### src/rtl/clz_norm_sequencer_pkg.sv
// fpu_norm_pkg: shared types, constants and reference helper for the mantissa normaliser
package fpu_norm_pkg;

    localparam int NIBBLE = 4;

    typedef enum logic [1:0] {IDLE, SCAN, DONE} norm_state_t;

    function automatic logic [2:0] clz_nibble(input logic [3:0] d);
        return d[3] ? 3'd0 : d[2] ? 3'd1 : d[1] ? 3'd2 : d[0] ? 3'd3 : 3'd4;
    endfunction

endpackage

### src/rtl/clz_norm_sequencer_clz_4.sv
// clz_4: leading-zero count of a single nibble, 0..4
module clz_4 (
    input  logic [3:0] data_i,
    output logic [2:0] count_o
);

    // priority encode from the MSB down; all-zero nibble reports 4
    always_comb
        count_o = data_i[3] ? 3'd0 : data_i[2] ? 3'd1 : data_i[1] ? 3'd2 : data_i[0] ? 3'd3 : 3'd4;

endmodule

### src/rtl/clz_norm_sequencer.sv
// clz_norm_sequencer: nibble-serial leading-zero normaliser with valid/ready handshakes
module clz_norm_sequencer
    import fpu_norm_pkg::*;
#(
    parameter int WIDTH = 24,
    parameter int CNT_W = $clog2(WIDTH + 1)
) (
    input  logic             clk,
    input  logic             rst_n,
    input  logic             flush,
    input  logic             in_valid,
    output logic             in_ready,
    input  logic [WIDTH-1:0] in_data,
    output logic             out_valid,
    input  logic             out_ready,
    output logic [WIDTH-1:0] out_data,
    output logic [CNT_W-1:0] out_count,
    output logic             out_zero
);

    norm_state_t      state_q, state_d;
    logic [WIDTH-1:0] work_q, work_d;
    logic [CNT_W-1:0] cnt_q, cnt_d;
    logic [WIDTH-1:0] out_data_q, out_data_d;
    logic [CNT_W-1:0] out_count_q, out_count_d;
    logic             out_zero_q, out_zero_d;
    logic [2:0]       nz;
    logic             last_nibble;
    logic             scan_more;

    clz_4 u_clz (
        .data_i  (work_q[WIDTH-1 -: NIBBLE]),
        .count_o (nz)
    );

    // the final nibble is reached once WIDTH-4 zeros have been consumed
    assign last_nibble = cnt_q == CNT_W'(WIDTH - NIBBLE);
    assign scan_more   = nz == 3'd4 && !last_nibble;

    // state register
    always_ff @(posedge clk or negedge rst_n)
        if (!rst_n) state_q <= IDLE;
        else        state_q <= state_d;

    // next-state: flush overrides every handshake
    always_comb begin
        state_d = state_q;
        if (flush)
            state_d = IDLE;
        else if (state_q == IDLE)
            state_d = in_valid ? SCAN : IDLE;
        else if (state_q == SCAN)
            state_d = scan_more ? SCAN : DONE;
        else if (state_q == DONE)
            state_d = out_ready ? IDLE : DONE;
    end

    // handshake outputs decoded from the registered state
    always_comb begin
        in_ready  = state_q == IDLE;
        out_valid = state_q == DONE;
    end

    // datapath next-state: capture on accept, shift per nibble, latch result on the final scan
    always_comb begin
        work_d      = work_q;
        cnt_d       = cnt_q;
        out_data_d  = out_data_q;
        out_count_d = out_count_q;
        out_zero_d  = out_zero_q;
        if (flush)
            out_zero_d = 1'b0;
        else if (state_q == IDLE && in_valid) begin
            work_d = in_data;
            cnt_d  = '0;
        end else if (state_q == SCAN && scan_more) begin
            work_d = work_q << NIBBLE;
            cnt_d  = cnt_q + CNT_W'(NIBBLE);
        end else if (state_q == SCAN) begin
            out_data_d  = work_q << nz;
            out_count_d = cnt_q + CNT_W'(nz);
            out_zero_d  = nz == 3'd4;
        end
    end

    // datapath registers
    always_ff @(posedge clk or negedge rst_n)
        if (!rst_n) begin
            work_q      <= '0;
            cnt_q       <= '0;
            out_data_q  <= '0;
            out_count_q <= '0;
            out_zero_q  <= 1'b0;
        end else begin
            work_q      <= work_d;
            cnt_q       <= cnt_d;
            out_data_q  <= out_data_d;
            out_count_q <= out_count_d;
            out_zero_q  <= out_zero_d;
        end

    assign out_data  = out_data_q;
    assign out_count = out_count_q;
    assign out_zero  = out_zero_q;

endmodule

### config.mk
export PLATFORM = sky130hd
export DESIGN_NAME = clz_norm_sequencer
export DESIGN_NICKNAME = d
export VERILOG_FILES = /design/src/rtl/clz_norm_sequencer_pkg.sv /design/src/rtl/clz_norm_sequencer_clz_4.sv /design/src/rtl/clz_norm_sequencer.sv
export SDC_FILE = /design/constraint.sdc
export NUM_CORES = 1
export LEC_CHECK = 0
export BUFFER_PORTS_ARGS = -buffer_cell sky130_fd_sc_hd__buf_2
export CORE_UTILIZATION = 40
export DETAILED_ROUTE_END_ITERATION = 6
export GPL_TIMING_DRIVEN = 0
export SLEW_MARGIN = 20
export SYNTH_ARGS = -nofsm -noshare
export SYNTH_HDL_FRONTEND = slang
export SYNTH_SLANG_ARGS = --single-unit
### constraint.sdc
create_clock -name clk -period 1.9 [get_ports clk]
set_clock_uncertainty 0.15 [all_clocks]
set_input_delay 0.19 -clock clk [delete_from_list [all_inputs] [get_ports clk]]
set_output_delay 0.19 -clock clk [all_outputs]
set_load 0.03 [all_outputs]
==> Word level (Yosys, flattened, before mapping) <==
Index checks and enable logic that the tools add are counted.
{ "totals": {"reg_bits": 61, "out_inout_bits": 32} }
{ "classes": {"add_sub_neg": 2, "eq_ne": 6, "n_shift": 1, "n_mux": 19, "n_bitwise": 3, "n_reduce_logical": 11} }
{ "op_table": {"columns": ["operator", "count"], "rows": [
  ["$mux 24", 2],
  ["$shl 24x3->24", 1],
  ["$mux 2", 6],
  ["$mux 3", 4],
  ["$mux 5", 2],
  ["$add 5x3->5", 1],
  ["$add 5x3->5 const B", 1],
  ["$eq 5x5->1 const B", 1],
  ["$mux 1", 5],
  ["$ne 2x2->1 const B", 2],
  ["$reduce_and 4->1", 1],
  ["$reduce_bool 2->1", 2],
  ["$reduce_bool 4->1", 1],
  ["$eq 3x3->1 const B", 1],
  ["$logic_and 1x1->1", 3],
  ["$not 1->1", 3],
  ["$reduce_and 3->1", 1],
  ["$eq 2x1->1 const B", 1],
  ["$eq 2x2->1 const B", 1],
  ["$logic_not 2->1", 1],
  ["$reduce_and 2->1", 1],
  ["$logic_not 1->1", 1]
]} }

==> Longest topological paths before layout <==
{ "logic_depth": {"depth_word": 10, "depth_mapped": 9, "ltp_nobuf": 8} }

==> Cells and area by module <==
From an unflattened synthesis, not the netlist that was laid out.
{ "unflattened": {"cells_unflattened": 368, "area_unflattened_um2": 3404.5} }
{ "by_module_without_submodules": {"columns": ["module", "instances", "cells_each", "area_each_um2", "seq_area_each_um2"], "rows": [
  ["clz_norm_sequencer", 1, 362, 3368.2, 1476.4],
  ["clz_4", 1, 6, 36.3, 0.0]
]} }

==> Least setup slack after synthesis <==
No wires, ideal clock.
{ "synth_path": {"kind": "reg-to-reg", "from": "register state_q[0]", "to": "register out_count_q[0] (netlist: out_count[0])", "setup_ns": 0.134, "arrival_time_ns": 1.734, "required_time_ns": 1.616, "slack_ns": -0.118, "path_stages_with_launch": 9, "n_path_buf": 2, "synth_period_minus_slack_ns": 2.018, "cell_sequence": "dfrtp_1 inv_1 ha_1 a21bo_2 a211o_1 buf_6 buf_2 nand2_1 o31ai_2"} }
{ "synth_via": {"elab_chain_cells": 4, "word_cells_on_any_way": 7, "cone_classes": "1 x eq/ne; 2 x bitwise; 4 x reduce/logical"} }
{ "synth_lines": {"columns": ["element", "line_no", "source"], "rows": [
  ["start: declaration", "clz_norm_sequencer.sv:21", "norm_state_t state_q, state_d;"],
  ["start signal: assignment", "clz_norm_sequencer.sv:43", "else state_q <= state_d;"],
  ["$logic_not 2->1", null, null],
  ["named net in_ready", "clz_norm_sequencer.sv:12", "output logic in_ready,"],
  ["$logic_and 1x1->1", "clz_norm_sequencer.sv:73", "else if (state_q == IDLE && in_valid) begin"],
  ["$not 1->1 (no line)", null, null],
  ["$reduce_and 4->1 (no line)", null, null],
  ["end signal: assignment", "clz_norm_sequencer.sv:98", "out_count_q <= out_count_d;"],
  ["end: declaration", "clz_norm_sequencer.sv:25", "logic [CNT_W-1:0] out_count_q, out_count_d;"]
]} }
The timed path passes the listed nets, and every way through them passes these cells.
A chain may end at the register's enable or synchronous reset.

==> Worst setup path in the final report <==
{ "layout_path": {"from": "register state_q[1]", "to": "register out_data_q[13] (netlist: out_data[13])"} }
{ "layout_via": {"elab_chain_cells": 4, "word_cells_on_any_way": 7, "cone_classes": "1 x eq/ne; 2 x bitwise; 4 x reduce/logical"} }
{ "layout_lines": {"columns": ["element", "line_no", "source"], "rows": [
  ["$eq 2x1->1 or $logic_not 2->1 (tied branches)", "clz_norm_sequencer.sv:76, clz_norm_sequencer.sv:79, clz_norm_sequencer.sv:73", null],
  ["$logic_and 1x1->1 (on tied branches)", "clz_norm_sequencer.sv:76, clz_norm_sequencer.sv:73", null],
  ["$not 1->1 (no line)", null, null],
  ["$reduce_and 4->1 (no line) (*)", null, null],
  ["end signal: assignment", "clz_norm_sequencer.sv:97", "out_data_q <= out_data_d;"],
  ["end: declaration", "clz_norm_sequencer.sv:24", "logic [WIDTH-1:0] out_data_q, out_data_d;"]
]} }
Mark *: on every way between the ends. The rest lies on a longest branch, timed or not.

==> impl_metrics.env <==
export IMPL_antenna_found_initial=0
export IMPL_ant_nets=0
export IMPL_leakagePower_nw=2.03
export IMPL_clkSlewWorstSetupHoldPaths_ns=0.07
export IMPL_ios=61
export IMPL_synth_flop_cell="dfrtp_1"
export IMPL_gr_usage_all_layers_pct=24.0
export IMPL_cp_data_required_time_ns=1.98
export IMPL_ir_worst_vdd_v=0.000677
export IMPL_min_period_ns=1.97
export IMPL_startpoint_type="flop"
export IMPL_n_antenna_cell=0
export IMPL_grt_max_degree=60
export IMPL_rsz0062_at_grt="yes"
export IMPL_min_path_cells=3
export IMPL_area_delta_synth_final_pct=29.4
export IMPL_synth_cell_types=52
export IMPL_ys_seq_area_share_pct=41.8
export IMPL_fmax_ghz=0.507
export IMPL_placed_area_sq_um=3990
export IMPL_avgSynthCellArea_sq_um=8.86
export IMPL_routedWlPerCell_microns=16.9
export IMPL_drv_slew=0
export IMPL_overflow=0
export IMPL_tightest_slew_ns=0.736
export IMPL_num_nets_final=526
export IMPL_layoutNonFillerInstCount=599
export IMPL_placedCellCount=563
export IMPL_cts_root_buf="clkbuf_8"
export IMPL_cts_max_level=3
export IMPL_grt_pass1_wl_mm=16.5
export IMPL_synth_async_reset_ratio_pct=100
export IMPL_cp_arrival_ns=2.05
export IMPL_ff2ff_path_depth=8
export IMPL_drc=0
export IMPL_synth_cells=399
export IMPL_final_common_cell="buf_2"
export IMPL_min_period_over_period_pct=104
export IMPL_die_w_microns=96.0
export IMPL_die_area_sq_um=9210
export IMPL_critical_path_class="flop to flop"
export IMPL_vias=3282
export IMPL_total_power_w=0.00791
export IMPL_maxCapViolations=0
export IMPL_hold_viol=1
export IMPL_cp_end_kind="flop"
export IMPL_portBuffers=59
export IMPL_clock_sinks=59
export IMPL_die_h_microns=96.0
export IMPL_cts_tree="done"
export IMPL_synth_warnings=0
export IMPL_routed_wl_mm=10.1
export IMPL_pre_cts_ws_ns=-0.414
export IMPL_r2r_start="state_q[1]"
export IMPL_cts_buffers=9
export IMPL_setup_violations=22
export IMPL_slew_headroom_pct=50.9
export IMPL_rows=33
export IMPL_finalInstanceArea_sq_um=4570
export IMPL_fin_hold_ws_ns=-0.0134
export IMPL_dr_pass1_iters=6
export IMPL_viasPerCell=5.48
export IMPL_synth_nets=435
export IMPL_ff2ff_setup_slack_ns=-0.07
export IMPL_hpwl_mm=6.97
export IMPL_setup_slack_ns=-0.0712
export IMPL_violations="negative hold slack, negative setup slack"
export IMPL_power_density_nw_per_um2=1730
export IMPL_drive_gt1_share_pct=27.9
export IMPL_hp_start="in_data[8]"
export IMPL_nFillCells=793
export IMPL_status="complete, but fails checks"
export IMPL_drt_first_iter_violations=265
export IMPL_grt_pass1_vias=3232
export IMPL_mostFrequentLayoutCells="buf_2, dfrtp_1, nand2_1"
export IMPL_start_util_pct=42.2
export IMPL_tns_ns=-0.944
export IMPL_ys_ff_latch=59
export IMPL_whs_endpoint="work_q[8]"
export IMPL_synthesis_area_sq_um=3530
export IMPL_synth_edff_count=0
export IMPL_hp_class="primary input to flop"
export IMPL_core_sq_um=8380
export IMPL_clock_latency_ns=0.34
export IMPL_timing_rr_end="out_data[13]"
export IMPL_clockBufferDepth=2
export IMPL_critPathMaxFanout=10
export IMPL_gp_congestion=0.907
==> what timing repair did <==
item	in CTS	in global routing
endpoints found under the hold margin	73	0
setup buffers	4	1
setup endpoints to repair	50	51
resized for setup	15	42
pin swaps	4	4
cloned	1	0
hold buffers	15	0
==> sequential cells by signal (all words and copies together) (netlist names) <==
| signal | cells |
|---|---|
| state_q | 2 |
| out_data | 24 |
| work_q | 24 |
| cnt_q | 3 |
| out_count | 5 |
| out_zero | 1 |
==> stage by stage <==
stage                     util [%]  hold slack [ns]
final                         54.5          -0.0134
after global routing          54.5           0.0118
after CTS                     52.9         0.000242
after detailed placement      47.6            0.152
after global placement        47.5            0.264
after floorplan                  -           -0.256
==> worst max-delay path: stages (launching register included) <==
cell and delay [ns]:
dfrtp_1 0.40, inv_2 0.11, ha_4 0.14, a21bo_4 0.24
a211o_1 0.32, buf_6 0.16, buf_12 0.15, a21oi_2 0.10
a21oi_1 0.07
==> cells in the mapped netlist (2+ instances only) <==
library cell  instances  share of area (%)
nor2_1               31                3.3
dfrtp_1              59                 42
a22o_1                5                1.2
ha_1                  7                2.5
nand2b_1              3               0.53
o21ai_0              30                4.2
clkbuf_1             12                1.3
a21oi_1              41                5.8
a2bb2oi_1             2               0.50
o221ai_1              4               0.99
buf_6                 3               0.96
nand3_1               3               0.42
xnor2_1               3               0.74
a21o_1                3               0.64
o31ai_1              13                2.8
nand2_1              54                5.7
a221oi_1              3               0.74
buf_4                 2               0.42
nor3b_1              12                2.5
mux2i_1              21                5.9
buf_2                15                2.1
or4b_1                2               0.57
inv_1                11                1.2
nor3_1                7               0.99
nor2b_1              14                2.5
o211ai_1             12                2.5
nand4_1               2               0.35
==> power breakdown <==
group | internal (W) | switching (W) | leakage (nW)
registers | 0.00179 | 0.000766 | 0.735
logic | 0.00155 | 0.00252 | 1.19
clock network | 0.000762 | 0.000513 | 0.108
total | 0.00411 | 0.00380 | 2.03
==> area by class of cell <==
| cell class | count | area (sq um) | share of cell area, % |
|---|---|---|---|
| inverters | 12 | 47.5 | 1.04 |
| plain buffers | 33 | 236 | 5.17 |
| repair buffers | 80 | 490 | 10.7 |
| flip-flops and latches | 59 | 1480 | 32.3 |
| well taps | 105 | 131 | 2.87 |
| clock buffers | 10 | 138 | 3.01 |
| multi-input cells | 295 | 1970 | 43.2 |
| clock inverters | 5 | 77.6 | 1.70 |
==> logic make-up (layout without fill, tap and decap cells) <==
kind of cell,count (synthesis),after routing,synth area share (%)
xor gates and xnor gates,3,3,0.744
AOI/OAI and AO/OA,127,127,24.2
other,1,1,0.106
and+or+nand+nor,135,135,18.3
DFF,59,59,41.8
adders and majority gates,7,7,2.48
buffers and inverters,45,140,6.16
muxes,22,22,6.27
==> metal layers <==
metal,vias to the layer above,GRT usage (%),part of all wire (%)
met5,-,0,0
met4,0,9.70,1.3
met3,11,4.82,7.3
met2,122,36.1,45
met1,1532,33.7,46
li1,1617,-,-
==> worst max path at each step <==
stage / from / endpoint / depth (start not counted)
5_1_grt: state_q[1] / out_data[16] / 8
6_report: state_q[1] / out_data[13] / 8
2_1_floorplan: work_q[20] / out_count[4] / 9
4_1_cts: state_q[1] / out_data[3] / 8
3_3_place_gp: work_q[20] / out_count[4] / 9
3_5_place_dp: work_q[20] / out_count[4] / 9
Note: power is estimated with default switching activity, not from simulation.
